--- config.mk ---
export PLATFORM = sky130hd
export DESIGN_NAME = exu_cal_arb
export DESIGN_NICKNAME = d
export VERILOG_FILES = /design/src/rtl/exu_cal_arb.sv
export SDC_FILE = /design/constraint.sdc
export NUM_CORES = 1
export LEC_CHECK = 0
export ABC_AREA = 0
export BUFFER_PORTS_ARGS = -buffer_cell sky130_fd_sc_hd__buf_2
export CAP_MARGIN = 10
export CORE_AREA = 4 4 111 113
export CTS_BUF_LIST = sky130_fd_sc_hd__clkbuf_8 sky130_fd_sc_hd__clkbuf_16
export DETAILED_ROUTE_END_ITERATION = 12
export DIE_AREA = 0 0 115 117
export GPL_ROUTABILITY_DRIVEN = 0
export MAX_ROUTING_LAYER = met4
export PLACE_DENSITY = 0.72
export SLEW_MARGIN = 5
export SYNTH_ARGS = -nofsm -noshare
export SYNTH_HDL_FRONTEND = slang
export SYNTH_SLANG_ARGS = --single-unit
--- constraint.sdc ---
create_clock -name clk -period 4.15 [get_ports clk]
set_input_delay 0.415 -clock clk [delete_from_list [all_inputs] [get_ports clk]]
set_output_delay 0.415 -clock clk [all_outputs]
set_load 0.02 [all_outputs]
--- src/rtl/exu_cal_arb.sv ---
// Round-robin arbiter that shares one CAL (adder/comparator) among NREQ EXU requesters.
// One operation in flight; operands and result are registered between val/rdy handshakes.
module exu_cal_arb #(
   parameter int NREQ  = 2,
   parameter int OPB_W = 8
) (
   input  logic                  clk,
   input  logic                  rst,
   input  logic [NREQ-1:0]       req_val,
   output logic [NREQ-1:0]       req_rdy,
   input  logic [NREQ*OPB_W-1:0] req_opb,
   input  logic [NREQ*32-1:0]    req_opn1,
   input  logic [NREQ*32-1:0]    req_opn2,
   output logic [NREQ-1:0]       res_val,
   input  logic [NREQ-1:0]       res_rdy,
   output logic [31:0]           res_data,
   output logic                  cal_val,
   input  logic                  cal_rdy,
   output logic [OPB_W-1:0]      cal_opb,
   output logic [31:0]           cal_opn1,
   output logic [31:0]           cal_opn2,
   input  logic                  cal_res_val,
   output logic                  cal_res_rdy,
   input  logic [31:0]           cal_res,
   output logic                  busy
);

   localparam int GW = (NREQ > 1) ? $clog2(NREQ) : 1;

   typedef enum logic [1:0] {
      IDLE,
      ISSUE,
      WAIT,
      RESP
   } state_t;

   state_t            state;
   state_t            state_nxt;
   logic [GW-1:0]     gnt;
   logic [GW-1:0]     ptr;
   logic [GW-1:0]     win;
   logic [GW-1:0]     cand;
   logic              win_found;
   logic              accept;
   logic [OPB_W-1:0]  opb_r;
   logic [31:0]       opn1_r;
   logic [31:0]       opn2_r;
   logic [31:0]       res_r;

   logic [OPB_W-1:0]  opb_arr  [NREQ];
   logic [31:0]       opn1_arr [NREQ];
   logic [31:0]       opn2_arr [NREQ];

   for (genvar i = 0; i < NREQ; i++) begin : g_unpack
      assign opb_arr[i]  = req_opb[i*OPB_W +: OPB_W];
      assign opn1_arr[i] = req_opn1[i*32 +: 32];
      assign opn2_arr[i] = req_opn2[i*32 +: 32];
   end

   // Scan ptr+1, ptr+2, ... so the requester served last has the lowest priority.
   // NOTE: every variable written here gets a default first, so no latch can be inferred.
   always_comb begin : arbiter
      win       = '0;
      cand      = '0;
      win_found = 1'b0;
      for (int k = 1; k <= NREQ; k++) begin
         cand = GW'((int'(ptr) + k) % NREQ);
         if (!win_found && req_val[cand]) begin
            win       = cand;
            win_found = 1'b1;
         end
      end
   end

   // Held off during reset so no requester believes it was accepted by a resetting arbiter.
   assign accept = (state == IDLE) && win_found && !rst;

   always_comb begin : next_state
      state_nxt = state;
      case (state)
         IDLE:    if (accept)        state_nxt = ISSUE;
         ISSUE:   if (cal_rdy)       state_nxt = WAIT;
         WAIT:    if (cal_res_val)   state_nxt = RESP;
         RESP:    if (res_rdy[gnt])  state_nxt = IDLE;
         default:                    state_nxt = IDLE;
      endcase
   end

   // NOTE: state uses non-blocking assignments; data registers are reset too so that
   // cal_* and res_data read zero straight out of reset.
   always_ff @(posedge clk) begin
      if (rst) begin
         state  <= IDLE;
         ptr    <= GW'(NREQ - 1);
         gnt    <= '0;
         opb_r  <= '0;
         opn1_r <= '0;
         opn2_r <= '0;
         res_r  <= '0;
      end else begin
         state <= state_nxt;
         if (accept) begin
            gnt    <= win;
            opb_r  <= opb_arr[win];
            opn1_r <= opn1_arr[win];
            opn2_r <= opn2_arr[win];
         end
         if ((state == WAIT) && cal_res_val) begin
            res_r <= cal_res;
         end
         if ((state == RESP) && res_rdy[gnt]) begin
            ptr <= gnt;
         end
      end
   end

   assign req_rdy     = accept ? (NREQ'(1) << win) : '0;
   assign cal_val     = (state == ISSUE);
   assign cal_res_rdy = (state == WAIT);
   assign res_val     = (state == RESP) ? (NREQ'(1) << gnt) : '0;
   assign res_data    = res_r;
   assign cal_opb     = opb_r;
   assign cal_opn1    = opn1_r;
   assign cal_opn2    = opn2_r;
   assign busy        = (state != IDLE);

endmodule

==> results of run 1 <==
==> cell usage after synthesis <==
library cell	count	share of area, %
a211oi_1	1	0.19
and4b_1	1	0.25
o21ai_1	1	0.12
inv_2	1	0.094
nor3_2	1	0.25
ha_1	4	1.2
or3_1	1	0.16
o21ai_0	1	0.12
clkbuf_1	20	1.9
dfxtp_1	108	54
nor2_1	75	7.0
nand2_1	68	6.4
buf_6	7	2.0
nand3_1	1	0.12
a222oi_1	73	18
a21oi_1	36	4.5
and2_1	2	0.31
inv_1	4	0.37
a21o_1	1	0.19
a32oi_1	1	0.22
mux2i_1	1	0.25
nor2b_1	2	0.31
o21bai_1	1	0.19
buf_2	14	1.7
==> logic make-up after synthesis <==
family	synth area share [%]
fa+ha+maj	1.25
buf+inv	6.05
mux	0.250
simple gates	14.8
compound gates	23.7
flops	53.9
==> cell type report <==
class / instances / share of cell area, %
clock buffers: 11 / 4.39
clock inverters: 5 / 0.631
flip-flops and latches: 108 / 37.6
well taps: 143 / 3.11
repair buffers: 296 / 25.9
multi-input cells: 271 / 28.1
inverters: 5 / 0.326
==> metal layers <==
layer	part of all wire [%]	track usage [%]
met5	0	-
met4	0.91	5.95
met3	9.7	4.27
met2	50	31.3
met1	39	21.9
==> flip-flops by register name, summed over array words and instances, names as in the netlist <==
name      count
cal_opn2     32
cal_opn1     32
cal_opb       8
ptr           1
gnt           1
res_data     32
state         2
==> where the power goes <==
part,internal [mW],switching [mW],leakage (nW)
clock network,0.441,0.374,0.140
registers,1.20,0.0928,0.880
logic,0.385,0.674,1.79
==> metrics by stage <==
stage / cells / utilization, % / setup slack, ns
global route: 839 / 50.8 / 1.35
CTS: 839 / 50.8 / 1.57
detailed placement: 823 / 48.3 / 1.38
finish: 839 / 50.8 / 1.57
global placement: 823 / 48.3 / 1.56
floorplan: 425 / - / 2.36
==> worst max-delay path: cells and delay by family (launching register included) <==
family	cells	cell delay [ns]
DFF	1	0.33
buffers and inverters	2	0.39
and+or+nand+nor	2	0.80
adders and majority gates	1	0.30
==> final timing paths <==
kind / from / end / depth (start not counted)
setup / recovery: state[1] / req_rdy[0] / 5
hold reg to reg: res_data[23] / res_data[23] / 2
setup reg to reg: state[1] / cal_opn1[14] / 7
hold / removal: cal_res[10] / res_data[10] / 3
==> results.sh, run 1 <==
export IMPL_cts_root_buf="clkbuf_16"
export IMPL_synth_seq_area_share_pct=53.9
export IMPL_drt_iter0_drc=496
export IMPL_tns_ns=0
export IMPL_fp_dieW_um=115
export IMPL_leakagePower_nw=2.81
export IMPL_relSlewSlack_pct=22.5
export IMPL_cts_tree="yes"
export IMPL_reg2reg_slack_ns=1.59
export IMPL_fmaxAchievable_mhz=388
export IMPL_worst_pin_slew_ns=1.16
export IMPL_grt_max_degree=113
export IMPL_finClkSkew_ns=0.00880
export IMPL_mostFrequentLayoutCell="buf_2"
export IMPL_grt_pass1_wl_um=19600
export IMPL_finalHoldViolCount=0
export IMPL_via_count=4445
export IMPL_cts_sinks=108
export IMPL_end_kind="output pin"
export IMPL_cts_buffer_depth=2
export IMPL_power_density_nw_per_um2=551
export IMPL_finalInstanceArea_sq_um=5750
export IMPL_ys_ff_latch=108
export IMPL_grt_pass1_vias=4080
export IMPL_synth_cells=425
export IMPL_htreeDepth=3
export IMPL_nets=879
export IMPL_vias_per_cell=5.30
export IMPL_grt_use_total_pct=18.5
export IMPL_ys_warn_count=0
export IMPL_hold_slack_ns=0.311
export IMPL_totalWireLength_um=13500
export IMPL_cp_max_fo=24
export IMPL_syn_area_sq_um=4010
export IMPL_layout_drive_gt1_share_pct=45.3
export IMPL_io_pins=295
export IMPL_worstPathRequired_ns=3.73
export IMPL_drv_slew=0
export IMPL_firstDrtPassIters=10
export IMPL_setup_viol=0
export IMPL_hpwl_um=9940
export IMPL_coreArea_sq_um=11300
export IMPL_numCtsBuffers=9
export IMPL_critPathSlowestCell="nor3_4"
export IMPL_place_area_sq_um=5460
export IMPL_regArea_sq_um=2160
export IMPL_drc_errors=0
export IMPL_period_minus_slack_ns=2.58
export IMPL_fill_cells=1071
export IMPL_cts_resized=0
export IMPL_multi_input_area_sq_um=1610
export IMPL_hold_path_class="in2reg"
export IMPL_finalCritPeriodShare_pct=62.1
export IMPL_overflow=0
export IMPL_maxCapViolations=0
export IMPL_area_growth_pct=43.4
export IMPL_crit_type="reg2out"
export IMPL_clk_pin_slew_ns=0.07
export IMPL_antenna_found_initial=0
export IMPL_antenna_left=0
export IMPL_arrival_ns=2.16
export IMPL_rsz0062_at_grt="no"
export IMPL_yosysUniqueCellTypes=24
export IMPL_diodes=0
export IMPL_ir_drop_mv=0.266
export IMPL_wl_per_cell_um=16.1
export IMPL_die_area_sq_um=13500
export IMPL_final_cell_mix="buf_2, dfxtp_1, nor2_1"
export IMPL_dieHeight_um=117
export IMPL_max_stage_delay_ns=0.65
export IMPL_post_cts_setup_buffers=0
export IMPL_worstPathCellList="inv_1 > ha_1 > nand2_1 > nor3_4 > buf_2"
export IMPL_numPortBuffers=294
export IMPL_cts_hold_buf=0
export IMPL_rows=39
export IMPL_start_util_pct=35.4
export IMPL_worst_setup_path_start_kind="register"
export IMPL_p_total_mw=3.17
export IMPL_synth_avg_cell_area_sq_um=9.44
export IMPL_outcome="finished, final reports clean"
export IMPL_clock_latency_ns=0.33
export IMPL_synth_nets=613
No activity file was read; power rests on OpenSTA's default activity.
==> inputs of run 2 (changes only) <==
Settings changed: CORE_AREA 4 4 111 113 to default, CORE_MARGIN from default to 4, CORE_UTILIZATION from default to 36, DIE_AREA 0 0 115 117 to default, PLACE_DENSITY 0.72 to 0.76.
Clock period 4.15 ns to 2.3 ns, I/O delays scaled along.
==> run 2 against run 1 <==
Cell count increased by 0.48%. Cell area about the same. Die area decreased by 4.2%. Critical path type unchanged.
==> results.sh, run 2 (synthesis results as in run 1) <==
export IMPL_outcome="finished, final reports clean"
export IMPL_mostFrequentLayoutCell="buf_2"
export IMPL_drv_slew=0
export IMPL_totalWireLength_um=13500
export IMPL_worstPathRequired_ns=2.07
export IMPL_cp_max_fo=38
export IMPL_hold_path_class="in2reg"
export IMPL_rows=38
export IMPL_drc_errors=0
export IMPL_cts_sinks=108
export IMPL_grt_use_total_pct=20.5
export IMPL_dieHeight_um=114
export IMPL_cts_hold_buf=0
export IMPL_rsz0062_at_grt="no"
export IMPL_pre_cts_ws_ns=0.242
export IMPL_clock_latency_ns=0.35
export IMPL_coreArea_sq_um=10900
export IMPL_wl_per_cell_um=16.0
export IMPL_finalHoldViolCount=0
export IMPL_fmaxAchievable_mhz=476
export IMPL_final_cell_mix="buf_2, dfxtp_1, nor2_1"
export IMPL_via_count=4483
export IMPL_period_minus_slack_ns=2.10
export IMPL_fp_dieW_um=114
export IMPL_nets=886
export IMPL_relSlewSlack_pct=28.3
export IMPL_power_density_nw_per_um2=969
export IMPL_cts_tree="yes"
export IMPL_maxCapViolations=0
export IMPL_overflow=0
export IMPL_die_area_sq_um=12900
export IMPL_diodes=0
export IMPL_grt_max_degree=108
export IMPL_antenna_left=0
export IMPL_leakagePower_nw=2.82
export IMPL_place_area_sq_um=5510
export IMPL_critPathLaunch="state[1]"
export IMPL_worst_pin_slew_ns=1.08
export IMPL_numCtsBuffers=9
export IMPL_endpoint="req_rdy[1]"
export IMPL_ir_drop_mv=0.468
export IMPL_reg2reg_slack_ns=0.22
export IMPL_firstDrtPassIters=10
export IMPL_end_kind="output pin"
export IMPL_regToRegEndpoint="cal_opn1[25]"
export IMPL_drt_iter0_drc=509
export IMPL_finClkSkew_ns=0.00976
export IMPL_cts_root_buf="clkbuf_8"
export IMPL_io_pins=295
export IMPL_worstRegToRegCells=7
export IMPL_tns_ns=0
export IMPL_cts_buffer_depth=2
export IMPL_grt_pass1_wl_um=21100
export IMPL_post_cts_setup_buffers=0
export IMPL_arrival_ns=1.87
export IMPL_crit_type="reg2out"
export IMPL_numPortBuffers=294
export IMPL_finalInstanceArea_sq_um=5750
export IMPL_reg2reg_from="state[1]"
export IMPL_vias_per_cell=5.32
export IMPL_antenna_found_initial=0
export IMPL_finalCritPeriodShare_pct=91.4
export IMPL_setup_viol=0
export IMPL_hpwl_um=10100
export IMPL_start_util_pct=36.8
export IMPL_htreeDepth=3
export IMPL_layout_drive_gt1_share_pct=45.9
export IMPL_fin_ws_ns=0.198
export IMPL_grt_pass1_vias=4449
export IMPL_clk_pin_slew_ns=0.10
export IMPL_area_growth_pct=43.3
export IMPL_worst_setup_path_start_kind="register"
run 2: final cells by class:
class	instances	area, sq um
Clock buffer	10	138
Tap cell	140	175
Timing Repair Buffer	303	1550
Sequential cell	108	2160
Inverter	5	18.8
Clock inverter	6	95.1
Fill cell	996	5140
Multi-Input combinational cell	271	1610
run 2: critical path: stages (launching register included):
cell,delay (ns)
dfxtp_1,0.34
inv_1,0.10
ha_1,0.28
and4b_2,0.29
buf_6,0.27
buf_2,0.23
run 2: timing repair:
action,in CTS,in global routing
resized for setup,0,1
hold endpoints to repair,0,0
setup endpoints to repair,0,1
run 2: worst min-delay path by stage:
stage,from,cells past startpoint,to,slack (ns)
detailed placement,res_data[18],2,res_data[18],0.44
global route,rst,2,gnt,0.06
finish,rst,2,gnt,0.08
global placement,res_data[4],2,res_data[4],0.44
floorplan,cal_res[0],2,res_data[0],0.37
CTS,rst,2,gnt,0.06
run 2: per-layer routing:
layer | vias up | wire (um) | track usage [%]
met4 | 0 | 211 | 7.13
met3 | 19 | 1300 | 4.35
met5 | - | 0 | -
li1 | 2130 | - | -
met2 | 252 | 6790 | 35.4
met1 | 2082 | 5170 | 23.5
run 2: where the power goes:
| part | switching [mW] | internal, mW | total [mW] |
|---|---|---|---|
| sequential | 0.168 | 2.17 | 2.34 |
| clock | 0.633 | 0.653 | 1.29 |
| combinational | 1.22 | 0.727 | 1.95 |
run 2: per-stage QoR:
stage,power [mW],cells,hold WS [ns],util [%]
4_1_cts,5.62,843,0.0604,52.8
2_1_floorplan,3.67,425,0.366,-
3_3_place_gp,4.26,827,0.438,50.6
6_report,5.57,843,0.0839,52.8
5_1_grt,5.91,843,0.0631,52.8
3_5_place_dp,4.33,827,0.443,50.6
